--- src/rtl/lsu_pipe.sv ---
// lsu_pipe: request/grant load/store unit that sits between execute and data memory, with lane steering and load extension.
// Optional build macro LSU_MISALIGN_TRAP_EN: misaligned or illegal-size accesses raise err and skip memory.
module lsu_pipe #(
   parameter int XLEN          = 32,
   parameter int RESET_PC_SAFE = 1
) (
   input  logic              clk,
   input  logic              rst_n,
   input  logic              req_valid,
   output logic              req_ready,
   input  logic              req_we,
   input  logic [2:0]        req_size,
   input  logic [XLEN-1:0]   req_addr,
   input  logic [XLEN-1:0]   req_wdata,
   input  logic [4:0]        req_rd,
   output logic              resp_valid,
   output logic [XLEN-1:0]   resp_data,
   output logic [4:0]        resp_rd,
   output logic              busy,
   output logic              mem_req,
   input  logic              mem_gnt,
   output logic [XLEN-1:0]   mem_addr,
   output logic [XLEN/8-1:0] mem_we,
   output logic [XLEN-1:0]   mem_wdata,
   input  logic              mem_rvalid,
   input  logic [XLEN-1:0]   mem_rdata,
   output logic              err
);

   localparam int SB_W = XLEN / 8;
   localparam int LG   = (XLEN == 64) ? 3 : 2;

   typedef enum logic [1:0] {
      S_IDLE = 2'b00,
      S_REQ  = 2'b01,
      S_WAIT = 2'b10
   } state_t;

   // Illegal encodings fall back to a full-XLEN access.
   function automatic logic [1:0] f_size_lg(input logic [2:0] sz);
      logic [1:0] lg;
      case (sz)
         3'b000, 3'b100: lg = 2'd0;
         3'b001, 3'b101: lg = 2'd1;
         3'b010, 3'b110: lg = 2'd2;
         default:        lg = (XLEN == 64) ? 2'd3 : 2'd2;
      endcase
      return lg;
   endfunction

   function automatic logic [2:0] f_align(input logic [2:0] off, input logic [1:0] lg);
      logic [2:0] a;
      case (lg)
         2'd0:    a = off;
         2'd1:    a = {off[2:1], 1'b0};
         2'd2:    a = {off[2], 2'b00};
         default: a = 3'b000;
      endcase
      return a;
   endfunction

   function automatic logic [SB_W-1:0] f_strobe(input logic [2:0] off, input logic [1:0] lg);
      logic [SB_W-1:0] b;
      case (lg)
         2'd0:    b = SB_W'(8'h01);
         2'd1:    b = SB_W'(8'h03);
         2'd2:    b = SB_W'(8'h0F);
         default: b = SB_W'(8'hFF);
      endcase
      return b << off;
   endfunction

   function automatic logic [XLEN-1:0] f_repl(input logic [XLEN-1:0] d, input logic [1:0] lg);
      logic [XLEN-1:0] r;
      case (lg)
         2'd0:    r = {SB_W{d[7:0]}};
         2'd1:    r = {(SB_W/2){d[15:0]}};
         2'd2:    r = {(SB_W/4){d[31:0]}};
         default: r = d;
      endcase
      return r;
   endfunction

   function automatic logic [XLEN-1:0] f_extract(input logic [XLEN-1:0] d, input logic [2:0] off,
                                                 input logic [1:0] lg, input logic uns);
      logic [XLEN-1:0] sh;
      logic [XLEN-1:0] r;
      sh = d >> {off, 3'b000};
      case (lg)
         2'd0: begin
            if (uns) r = XLEN'(sh[7:0]);
            else     r = XLEN'($signed(sh[7:0]));
         end
         2'd1: begin
            if (uns) r = XLEN'(sh[15:0]);
            else     r = XLEN'($signed(sh[15:0]));
         end
         2'd2: begin
            if (uns) r = XLEN'(sh[31:0]);
            else     r = XLEN'($signed(sh[31:0]));
         end
         default: r = sh;
      endcase
      return r;
   endfunction

`ifdef LSU_MISALIGN_TRAP_EN
   function automatic logic f_size_illegal(input logic [2:0] sz);
      logic ill;
      case (sz)
         3'b111:         ill = 1'b1;
         3'b011, 3'b110: ill = (XLEN == 32);
         default:        ill = 1'b0;
      endcase
      return ill;
   endfunction

   function automatic logic f_misaligned(input logic [2:0] off, input logic [1:0] lg);
      logic m;
      case (lg)
         2'd0:    m = 1'b0;
         2'd1:    m = off[0];
         2'd2:    m = |off[1:0];
         default: m = |off;
      endcase
      return m;
   endfunction
`endif

   state_t            r_state;
   state_t            w_next;
   logic              r_we;
   logic [1:0]        r_lg;
   logic              r_uns;
   logic [2:0]        r_off;
   logic [4:0]        r_rd;
   logic              r_trap;
   logic              r_mem_req;
   logic [XLEN-1:0]   r_mem_addr;
   logic [SB_W-1:0]   r_mem_we;
   logic [XLEN-1:0]   r_mem_wdata;
   logic              r_resp_valid;
   logic [XLEN-1:0]   r_resp_data;
   logic [4:0]        r_resp_rd;

   logic              w_accept;
   logic              w_trap;
   logic [1:0]        w_lg;
   logic [2:0]        w_off_raw;
   logic [2:0]        w_off;

   assign w_accept  = (r_state == S_IDLE) && req_valid;
   assign w_lg      = f_size_lg(req_size);
   assign w_off_raw = 3'(req_addr[LG-1:0]);
   assign w_off     = f_align(w_off_raw, w_lg);

`ifdef LSU_MISALIGN_TRAP_EN
   assign w_trap = f_size_illegal(req_size) | f_misaligned(w_off_raw, w_lg);
   assign err    = r_trap;
`else
   assign w_trap = 1'b0;
   assign err    = 1'b0;
`endif

   assign req_ready  = (r_state == S_IDLE);
   assign busy       = ((r_state == S_IDLE) ? req_valid : 1'b1) | r_resp_valid;
   assign mem_req    = r_mem_req;
   assign mem_addr   = r_mem_addr;
   assign mem_we     = r_mem_we;
   assign mem_wdata  = r_mem_wdata;
   assign resp_valid = r_resp_valid;
   assign resp_data  = r_resp_data;
   assign resp_rd    = r_resp_rd;

   // Next-state decode
   always_comb begin
      w_next = r_state;
      case (r_state)
         S_IDLE: begin
            if (req_valid) w_next = S_REQ;
            else           w_next = S_IDLE;
         end
         S_REQ: begin
            if (r_trap)       w_next = S_IDLE;
            else if (mem_gnt) w_next = r_we ? S_IDLE : S_WAIT;
            else              w_next = S_REQ;
         end
         S_WAIT: begin
            if (mem_rvalid) w_next = S_IDLE;
            else            w_next = S_WAIT;
         end
         default: w_next = S_IDLE;
      endcase
   end

   // State register
   always_ff @(posedge clk or negedge rst_n) begin
      if (!rst_n) r_state <= S_IDLE;
      else        r_state <= w_next;
   end

   // Request capture and memory-side outputs, held stable until grant
   always_ff @(posedge clk or negedge rst_n) begin
      if (!rst_n) begin
         r_we        <= 1'b0;
         r_lg        <= 2'd0;
         r_uns       <= 1'b0;
         r_off       <= 3'd0;
         r_rd        <= 5'd0;
         r_trap      <= 1'b0;
         r_mem_req   <= 1'b0;
         r_mem_addr  <= '0;
         r_mem_we    <= '0;
         r_mem_wdata <= '0;
      end else if (w_accept) begin
         r_we        <= req_we;
         r_lg        <= w_lg;
         r_uns       <= req_size[2];
         r_off       <= w_off;
         r_rd        <= req_rd;
         r_trap      <= w_trap;
         r_mem_req   <= ~w_trap;
         r_mem_addr  <= {req_addr[XLEN-1:LG], {LG{1'b0}}};
         r_mem_we    <= (req_we && !w_trap) ? f_strobe(w_off, w_lg) : '0;
         r_mem_wdata <= f_repl(req_wdata, w_lg);
      end else if (r_state == S_REQ) begin
         r_trap <= 1'b0;
         if (mem_gnt) begin
            r_mem_req <= 1'b0;
            r_mem_we  <= '0;
         end
      end
   end

   // Load response: one-cycle pulse, data cleared afterwards when RESET_PC_SAFE
   always_ff @(posedge clk or negedge rst_n) begin
      if (!rst_n) begin
         r_resp_valid <= 1'b0;
         r_resp_data  <= '0;
         r_resp_rd    <= 5'd0;
      end else if ((r_state == S_WAIT) && mem_rvalid) begin
         r_resp_valid <= 1'b1;
         r_resp_data  <= f_extract(mem_rdata, r_off, r_lg, r_uns);
         r_resp_rd    <= r_rd;
      end else begin
         r_resp_valid <= 1'b0;
         if (RESET_PC_SAFE != 0) r_resp_data <= '0;
      end
   end

endmodule

--- config.mk ---
export PLATFORM = sky130hd
export DESIGN_NAME = lsu_pipe
export DESIGN_NICKNAME = d
export VERILOG_FILES = /design/src/rtl/lsu_pipe.sv
export SDC_FILE = /design/constraint.sdc
export NUM_CORES = 1
export LEC_CHECK = 0
export CELL_PAD_IN_SITES_DETAIL_PLACEMENT = 1
export CELL_PAD_IN_SITES_GLOBAL_PLACEMENT = 1
export CORE_UTILIZATION = 29
export DETAILED_ROUTE_END_ITERATION = 8
export PLACE_DENSITY_LB_ADDON = 0.1
export SETUP_SLACK_MARGIN = 0.4
export SYNTH_ARGS = -nofsm -noshare
export SYNTH_HDL_FRONTEND = slang
export SYNTH_SLANG_ARGS = --single-unit
--- constraint.sdc ---
create_clock -name clk -period 1.35 [get_ports clk]
set_input_delay 0.2025 -clock clk [delete_from_list [all_inputs] [get_ports clk]]
set_output_delay 0.2025 -clock clk [all_outputs]
set_load 0.1 [all_outputs]
* Word level (Yosys, flattened, before mapping) *
Index checks and enable logic that the tools add are counted.

word-level totals
  register bits after elaboration = 120
  input bits = 110
  output and inout port bits = 110
  word-level logic and storage cells = 61

operators by class
  equality and inequality tests = 7
  shifts and indexed selects = 2
  multiplexer cells = 26
  bitwise logic cells = 1
  reduce and logical (&&, ||, !) cells = 11

operators by type and width
  operator            number
  $pmux 32 s2         2
  $mux 32             3
  $shr 32x6->32       1
  $mux 4              5
  $mux 1              8
  $mux 2              4
  $pmux 2 s2          2
  $pmux 4 s2          1
  $eq 2x1->1 const B  3
  $eq 3x3->1 const B  2
  $logic_not 2->1     3
  $pmux 2 s3          1
  $reduce_bool 2->1   2
  $reduce_or 2->1     2
  $shl 4x3->4         1
  $eq 3x1->1 const B  1
  $logic_not 3->1     1
  $eq 2x2->1 const B  1
  $logic_and 1x1->1   2
  $reduce_and 2->1    1
  $or 1x1->1          1

* Depth between registers and ports, before layout *
Gate-level depths: netlist (run 1).

  word-level depth = 9
  mapped depth = 6
  gate-level depth less buffers = 4

* Least setup slack after synthesis (run 1) *
Ideal clock, no wire load.

  kind = register -> output
  from = reg r_state[0]
  to = out busy
  arrival = 2883 ps
  data required time = 1148 ps
  setup slack = -1735 ps
  stages on the path, launching flop included = 4
  path buffers = 1
  path through = dfrtp_1 > buf_2 > nor2_1 > nand2_1

on the way
  cells in the longest elaborated chain, start to end = 3

RTL lines
  item                    line  RTL
  from (decl)             130   state_t r_state;
  from (signal assigned)  199   else r_state <= w_next;
  $logic_not 2->1         -
  net req_ready           10    output logic req_ready,
  $mux 1                  166   assign busy = ((r_state == S_IDLE) ? req_valid : 1'b1) | r_resp_valid;
  $or 1x1->1              166
  to (decl)               19    output logic busy,

The timed path passes the listed nets, and every way through them passes these cells.

* Worst setup path in the final report (run 1) *
  from = reg r_off[1]
  to = reg r_resp_data[10], in the netlist resp_data[10]

on the way
  cells in the longest elaborated chain, start to end = 4
  elaborated cells between the ends (all ways) = 5
  those cells by class = shift (1); mux (4)

RTL lines
  item                        line    RTL
  from (decl)                 135     logic [2:0] r_off;
  from (signal assigned)      219     r_off <= w_off;
  $shr 32x6->32 *             88      sh = d >> {off, 3'b000};
  $mux 32 (on tied branches)  95, 91
  $pmux 32 s2 *               89      case (lg)
  $mux 32 *                   241     end else if ((r_state == S_WAIT) && mem_rvalid) begin
  to (signal assigned)        243     r_resp_data <= f_extract(mem_rdata, r_off, r_lg, r_uns);
  to (decl)                   143     logic [XLEN-1:0] r_resp_data;

Mark *: on every way between the ends. The rest lies on a longest branch, timed or not.
A chain may end at the register's enable or synchronous reset.

==> summary.md, run 1 <==
| Metric | Value |
|---|---|
| Status | `finished, violations left` |
| Failing checks | `design-rule violations, negative setup slack` |
| Max VDD drop | `1847 uV` |
| Post-route non-filler standard cell count | `1124` |
| CTS Buf Count | `17` |
| Drt wl/cell | `22.11 um` |
| Fin. Hold Viols | `0` |
| Synthesized netlist cell count | `532` |
| Count leader, synth | `nand2_1` |
| Sequential share of the synthesized area | `54.71%` |
| Combinational share of power | `67.2%` |
| Nets | `992` |
| Dpl cells | `1008` |
| Leak pwr | `5.398 nW` |
| Largest family of logic cells by synthesized area | `simple AND/OR/NAND/NOR gates` |
| DRC Markers | `34` |
| First-pass GRT wire length | `32550 um` |
| Top cells by area, synth | `dfrtp_1 (55%), nand2_1 (13%), mux2i_1 (5.7%), mux2_2 (5.2%), o211ai_1 (1.9%)` |
| Ant. Diodes | `0` |
| Gpl congestion | `0.8560` |
| Synth top cells by count | `nand2_1 (184), dfrtp_1 (118), mux2i_1 (31)` |
| Yosys top cell area share | `54.71%` |
| Initial Util | `29.84%` |
| Slew Limit Fails | `0` |
| Clock power share | `14.1%` |
| Synth Area in Compound Gates | `10.25%` |
| Post-Route WL | `24850 um` |
| Port Buf Inserts | `216` |
| Synthesized area per cell | `10.15 um^2` |
| Post-DRT Antenna Nets | `0` |
| Global route overflow | `0` |
| Sw frac | `49.22%` |
| Htree depth | `4` |
| Setup violators final | `109` |
| #FFs+latches synth | `118` |
| Vias | `5502` |
| Synth area leader | `dfrtp_1` |
| Synth Area in Adders | `0%` |
| Core area | `18090 um^2` |
| Clk_lat worst skew | `0.42 ns` |
| Post-Synth Simple-Gate Area | `18.61%` |
| Post-Syn Area | `5398 um^2` |
| Initial drt markers | `292` |
| Crit path max fanout | `11` |
| Sw Pwr | `17.73 mW` |
| Bufs on Longest Clock Path | `2` |
| Top achievable clock speed | `599.2 MHz` |
| Clock sinks | `118` |
| Library cells used by synthesis | `45` |
| Hold WC Path Type | `primary input to asynchronous set/reset pin` |
| Die area | `19160 um^2` |
| Ports | `220` |
| HPWL after detailed placement | `14180 um` |
| Crit path launch type | `register` |
| Die span in y | `138.4 um` |
| Clock transition at path regs | `0.06 ns` |
| XOR/XNOR Fraction of Synth Area | `0.1623%` |
| Post-synth top flop | `dfrtp_1` |
| Hold_ws | `0.1954 ns` |
| Crit share post-route | `123.6%` |
| Internal | `18.29 mW` |
| Max-cap violation count | `0` |
| CTS tree | `yes` |
| Slack of the critical path | `-0.3188 ns` |
| Overall Power | `36.03 mW` |
| Vias/cell | `4.895` |
| Overall Global Routing Usage | `22.47%` |
| Vias in the first global route | `5901` |
| Synth-to-layout area growth | `124.3%` |
| Synth warn | `0` |
| Min cycle time layout | `1.669 ns` |
| Row cnt | `49` |
| Max Clock Skew | `0.007135 ns` |
| Critical setup path kind | `register to register` |
| Arr. time, crit path | `1.97 ns` |
| Data required, critical path | `1.65 ns` |
| Post-synthesis mux area share | `11.38%` |
| Drt pass-1 iters | `7` |
| PwrDens | `2975 nW/um^2` |
| Share of cells above drive strength 1 | `64.47%` |
| Ys async rst share | `100.0%` |
| CTS Root Buffer Type | `clkbuf_16` |
| Initial antenna violation count | `1` |
| RSZ-0062 raised after global routing | `true` |
| Post-synth EDFFs | `0` |
| Worst Setup End Kind | `register` |
| Register share of total power | `18.6%` |
| Die X | `138.4 um` |
| Pin count of the biggest net entering global routing | `39` |
layout by cell type, fill, tap and decap left out, types with 14 or more instances in the layout:
| cell | instances |
|---|---|
| buf_12 | 128 |
| clkdlybuf4s50_1 | 108 |
| dfrtp_2 | 105 |
| nand2_1 | 87 |
| buf_4 | 87 |
| nand2_2 | 54 |
| nand2_4 | 42 |
| mux2i_1 | 31 |
| clkbuf_16 | 26 |
| buf_6 | 20 |
| mux2_4 | 16 |
| nand3_1 | 15 |
| o21ai_2 | 15 |
| o211ai_1 | 14 |
through the flow:
step                      setup TNS (ns)  cell area, um^2  utilization, %  setup WS, ns
after floorplan                   -2.191             5725               -       -0.1391
after CTS                         -17.91            10970           60.65       -0.2514
after global placement            -24.89             9613           53.15       -0.2947
final                             -20.70            12110           66.95       -0.3188
after global routing              -24.26            12110           66.95       -0.3352
after detailed placement          -28.09             9613           53.15       -0.3599
critical path: stages (launching register included):
cell	delay [ns]
dfrtp_1	0.44
buf_4	0.28
mux2_2	0.38
a221oi_1	0.36
nor3_2	0.08
what timing repair did:
item,4_1_cts,5_1_grt
setup endpoints to repair,225,225
hold buffers,1,0
buffers inserted,26,37
hold endpoints to repair,118,0
resized for setup,53,179
pin swaps,9,87
cloned,10,10
state kept, by name, indices dropped and copies added (netlist names):
name / count
r_lg: 2
resp_valid: 1
mem_addr: 30
mem_wdata: 32
r_state: 2
r_off: 2
r_we: 1
r_uns: 1
mem_we: 4
resp_data: 32
mem_req: 1
resp_rd: 5
r_rd: 5
power by group through the flow:
stage	clock, mW	combinational [mW]	sequential [mW]
floorplan	0	3.93	14.1
global placement	0	18.8	6.55
detailed placement	0	19.1	6.63
CTS	5.13	21.1	6.53
global route	5.31	25.0	6.84
finish	5.09	24.2	6.72
final cells by class:
class                      instances  area, um^2
clock buffer                      18       429.2
clock inverter                    14       220.2
fill                            1738        5977
inverter                           6       30.03
multi-input combinational        373        2978
sequential                       118        3088
tap                              229       286.5
timing repair buffer             366        5077
kinds of logic (layout without fill, tap and decap cells):
| kind of cell | after synthesis | in the layout |
|---|---|---|
| buffers and inverters | 44 | 404 |
| DFF | 118 | 118 |
| and+or+nand+nor | 238 | 239 |
| AOI/OAI and AO/OA | 73 | 73 |
| other | 1 | 3 |
| muxes | 57 | 57 |
| xor gates and xnor gates | 1 | 1 |
layer usage:
| layer | global-route usage [%] | wire length [um] | up-vias |
|---|---|---|---|
| met5 | 0 | 13 | - |
| met1 | 25.33 | 9798 | 2796 |
| met3 | 6.858 | 1409 | 28 |
| met2 | 40.24 | 13170 | 173 |
| met4 | 7.510 | 454 | 2 |
| li1 | - | - | 2503 |
final timing paths:
path                              start            end  slack (ns)  cells past startpoint
min                               rst_n   resp_data[2]        0.20                      2
max reg2reg                    r_off[1]  resp_data[10]       -0.32                      4
min reg2reg                mem_addr[26]   mem_addr[26]        0.52                      2
max                            r_off[1]  resp_data[10]       -0.32                      4
min in group clk           req_addr[22]   mem_addr[22]        0.32                      3
max in group asynchronous         rst_n   mem_addr[25]        0.64                      3
Power figures use the tool's default switching activity.
==> run 2: changes to the inputs <==
--- a/config.mk
+++ b/config.mk
@@ -7,7 +7,9 @@
 export LEC_CHECK = 0
 export CELL_PAD_IN_SITES_DETAIL_PLACEMENT = 1
 export CELL_PAD_IN_SITES_GLOBAL_PLACEMENT = 1
+export CORE_ASPECT_RATIO = 1.25
 export CORE_UTILIZATION = 29
+export CTS_CLUSTER_DIAMETER = 60
 export DETAILED_ROUTE_END_ITERATION = 8
 export PLACE_DENSITY_LB_ADDON = 0.1
 export SETUP_SLACK_MARGIN = 0.4
==> summary.md, run 2 (synthesis gave the netlist of run 1 again) <==
| Metric | Value |
|---|---|
| Htree depth | `4 (unchanged)` |
| Synth-to-layout area growth | `115.7%` |
| Core area | `18170 um^2 (+0.45%)` |
| Share of cells above drive strength 1 | `61.01% (-3.5 points)` |
| RSZ-0062 raised after global routing | `true` |
| Max Clock Skew | `0.01276 ns (+0.005626 ns)` |
| Commonest non-fill, non-tap cell in the layout | `buf_12` |
| GR peak layer | `met2` |
| Rel. slew slack | `64.74%` |
| Fin. Hold Viols | `0 (unchanged)` |
| Post-Route WL | `23030 um (-7.3%)` |
| Clock transition at path regs | `0.06 ns (about the same)` |
| Global route overflow | `0 (unchanged)` |
| Slack of the critical path | `-0.2522 ns (+0.06659 ns)` |
| Worst Setup End Kind | `output port` |
| Slew Limit Fails | `0 (unchanged)` |
| Dpl cells | `1000 (-0.79%)` |
| Crit path launch type | `primary input` |
| Post-route non-filler standard cell count | `1100 (-2.1%)` |
| CTS tree | `yes` |
| Initial antenna violation count | `0 (-1)` |
| Max VDD drop | `2162 uV (+17%)` |
| Overall Global Routing Usage | `22.41% (-0.064 points)` |
| First-pass GRT wire length | `31680 um (-2.7%)` |
| Initial Util | `29.71% (-0.13 points)` |
| Initial drt markers | `201 (-31%)` |
| Data required, critical path | `1.15 ns (-0.50 ns)` |
| Setup violators final | `103 (-5.5%)` |
| Met2 Use GR | `41.51% (+1.3 points)` |
| Ant. Diodes | `0 (unchanged)` |
| Pin count of the biggest net entering global routing | `62 (+59%)` |
| Max-cap violation count | `0 (unchanged)` |
| Met1 usage | `22.61% (-2.7 points)` |
| Min cycle time layout | `1.602 ns (-0.06659 ns)` |
| Hold_ws | `0.2983 ns (+0.1029 ns)` |
| Crit share post-route | `118.7% (-4.9 points)` |
| Bufs on Longest Clock Path | `2 (unchanged)` |
| Fillers | `1806 (+3.9%)` |
| CTS Buf Count | `17 (unchanged)` |
| Clock sinks | `118 (unchanged)` |
| Ports | `220 (unchanged)` |
| Drt wl/cell | `20.94 um (-5.3%)` |
| Failing checks | `negative setup slack` |
| Status | `finished, violations left` |
| CTS Root Buffer Type | `clkbuf_16` |
| Clk_lat worst skew | `0.43 ns (about the same)` |
| DRC Markers | `0 (-100%)` |
| Drt pass-1 iters | `4 (-3)` |
| Vias | `5359 (-2.6%)` |
| Leak pwr | `5.142 nW (-4.8%)` |
| Port Buf Inserts | `216 (unchanged)` |
| Commonest cells after routing, fill and taps aside | `buf_12 (121), nand2_1 (119), clkdlybuf4s50_1 (108)` |
| Crit path max fanout | `4 (-7)` |
| Die area | `19170 um^2 (about the same)` |
| Arr. time, crit path | `1.40 ns (-0.57 ns)` |
| Die span in y | `154.5 um (+12%)` |
| Nets | `969 (-2.3%)` |
| PwrDens | `2939 nW/um^2 (-1.2%)` |
| Gpl congestion | `0.9495 (+11%)` |
| Vias/cell | `4.872 (-0.47%)` |
| Row cnt | `55 (+12%)` |
| Vias in the first global route | `5883 (-0.31%)` |
| Hold WC Path Type | `primary input to register` |
| Met3 GRT Util | `7.485% (+0.63 points)` |
| Top achievable clock speed | `624.1 MHz (+4.2%)` |
| Post-DRT Antenna Nets | `0 (unchanged)` |
| Worst-Margin Slew | `0.5283 ns` |
| Critical setup path kind | `primary input to output port` |
| HPWL after detailed placement | `14350 um (+1.2%)` |
| Die X | `124.0 um (-10%)` |
[run 2: timing repair]
action | in CTS | in global routing
cloned | 8 | 12
buffers inserted | 26 | 21
resized for setup | 67 | 121
hold buffers | 1 | 0
endpoints found under the setup margin | 224 | 225
pin swaps | 18 | 56
endpoints found under the hold margin | 118 | 0
[run 2: power by group]
part	switching, mW	internal [mW]	leakage [nW]
Sequential	1.55	5.11	1.37
Combinational	13.8	9.30	3.49
Clock	1.77	2.69	0.283
Total	17.1	17.1	5.14
[run 2: layout make-up]
type	instances	area, um^2	area share [%]
Clock inverter	12	116.4	0.9994
Tap cell	228	285.3	2.450
Sequential cell	118	3090	26.54
Multi-Input combinational cell	373	2874	24.68
Timing Repair Buffer	343	4783	41.08
Inverter	6	27.53	0.2364
Clock buffer	20	466.7	4.008
[run 2: per-layer routing]
| layer | routed length, um | share of wire [%] |
|---|---|---|
| met1 | 7992 | 35 |
| met2 | 12910 | 56 |
| met3 | 1492 | 6.5 |
| met4 | 637 | 2.8 |
| met5 | 0 | 0 |
[run 2: worst paths after layout]
| kind | to | cells after the start | from | slack (ns) |
|---|---|---|---|---|
| hold reg to reg | r_rd[2] | 2 | r_rd[2] | 0.50 |
| max in group asynchronous | mem_addr[8] | 3 | rst_n | 0.69 |
| setup / recovery | busy | 6 | req_valid | -0.25 |
| hold / removal | mem_addr[2] | 3 | req_addr[2] | 0.30 |
| setup reg to reg | mem_wdata[24] | 5 | r_state[1] | -0.22 |
| min in group asynchronous | resp_data[10] | 3 | rst_n | 0.32 |
[run 2: critical path, cell delays in order]
cell and delay, ns:
clkdlybuf4s50_1 0.52, buf_4 0.21, nor2_1 0.11, buf_4 0.14, nand2_8 0.05, buf_12 0.16
[run 2: per-stage QoR]
stage | worst slack [ns] | util (%) | instance area, um^2 | power, mW | setup TNS [ns]
final | -0.2522 | 64.09 | 11640 | 34.22 | -15.16
after global routing | -0.2829 | 64.09 | 11640 | 35.38 | -19.29
after CTS | -0.2421 | 59.57 | 10820 | 32.11 | -15.95
after detailed placement | -0.3435 | 52.34 | 9509 | 25.69 | -29.49
after global placement | -0.3214 | 52.34 | 9509 | 25.34 | -27.16
after floorplan | -0.1391 | - | 5725 | 18.08 | -2.191
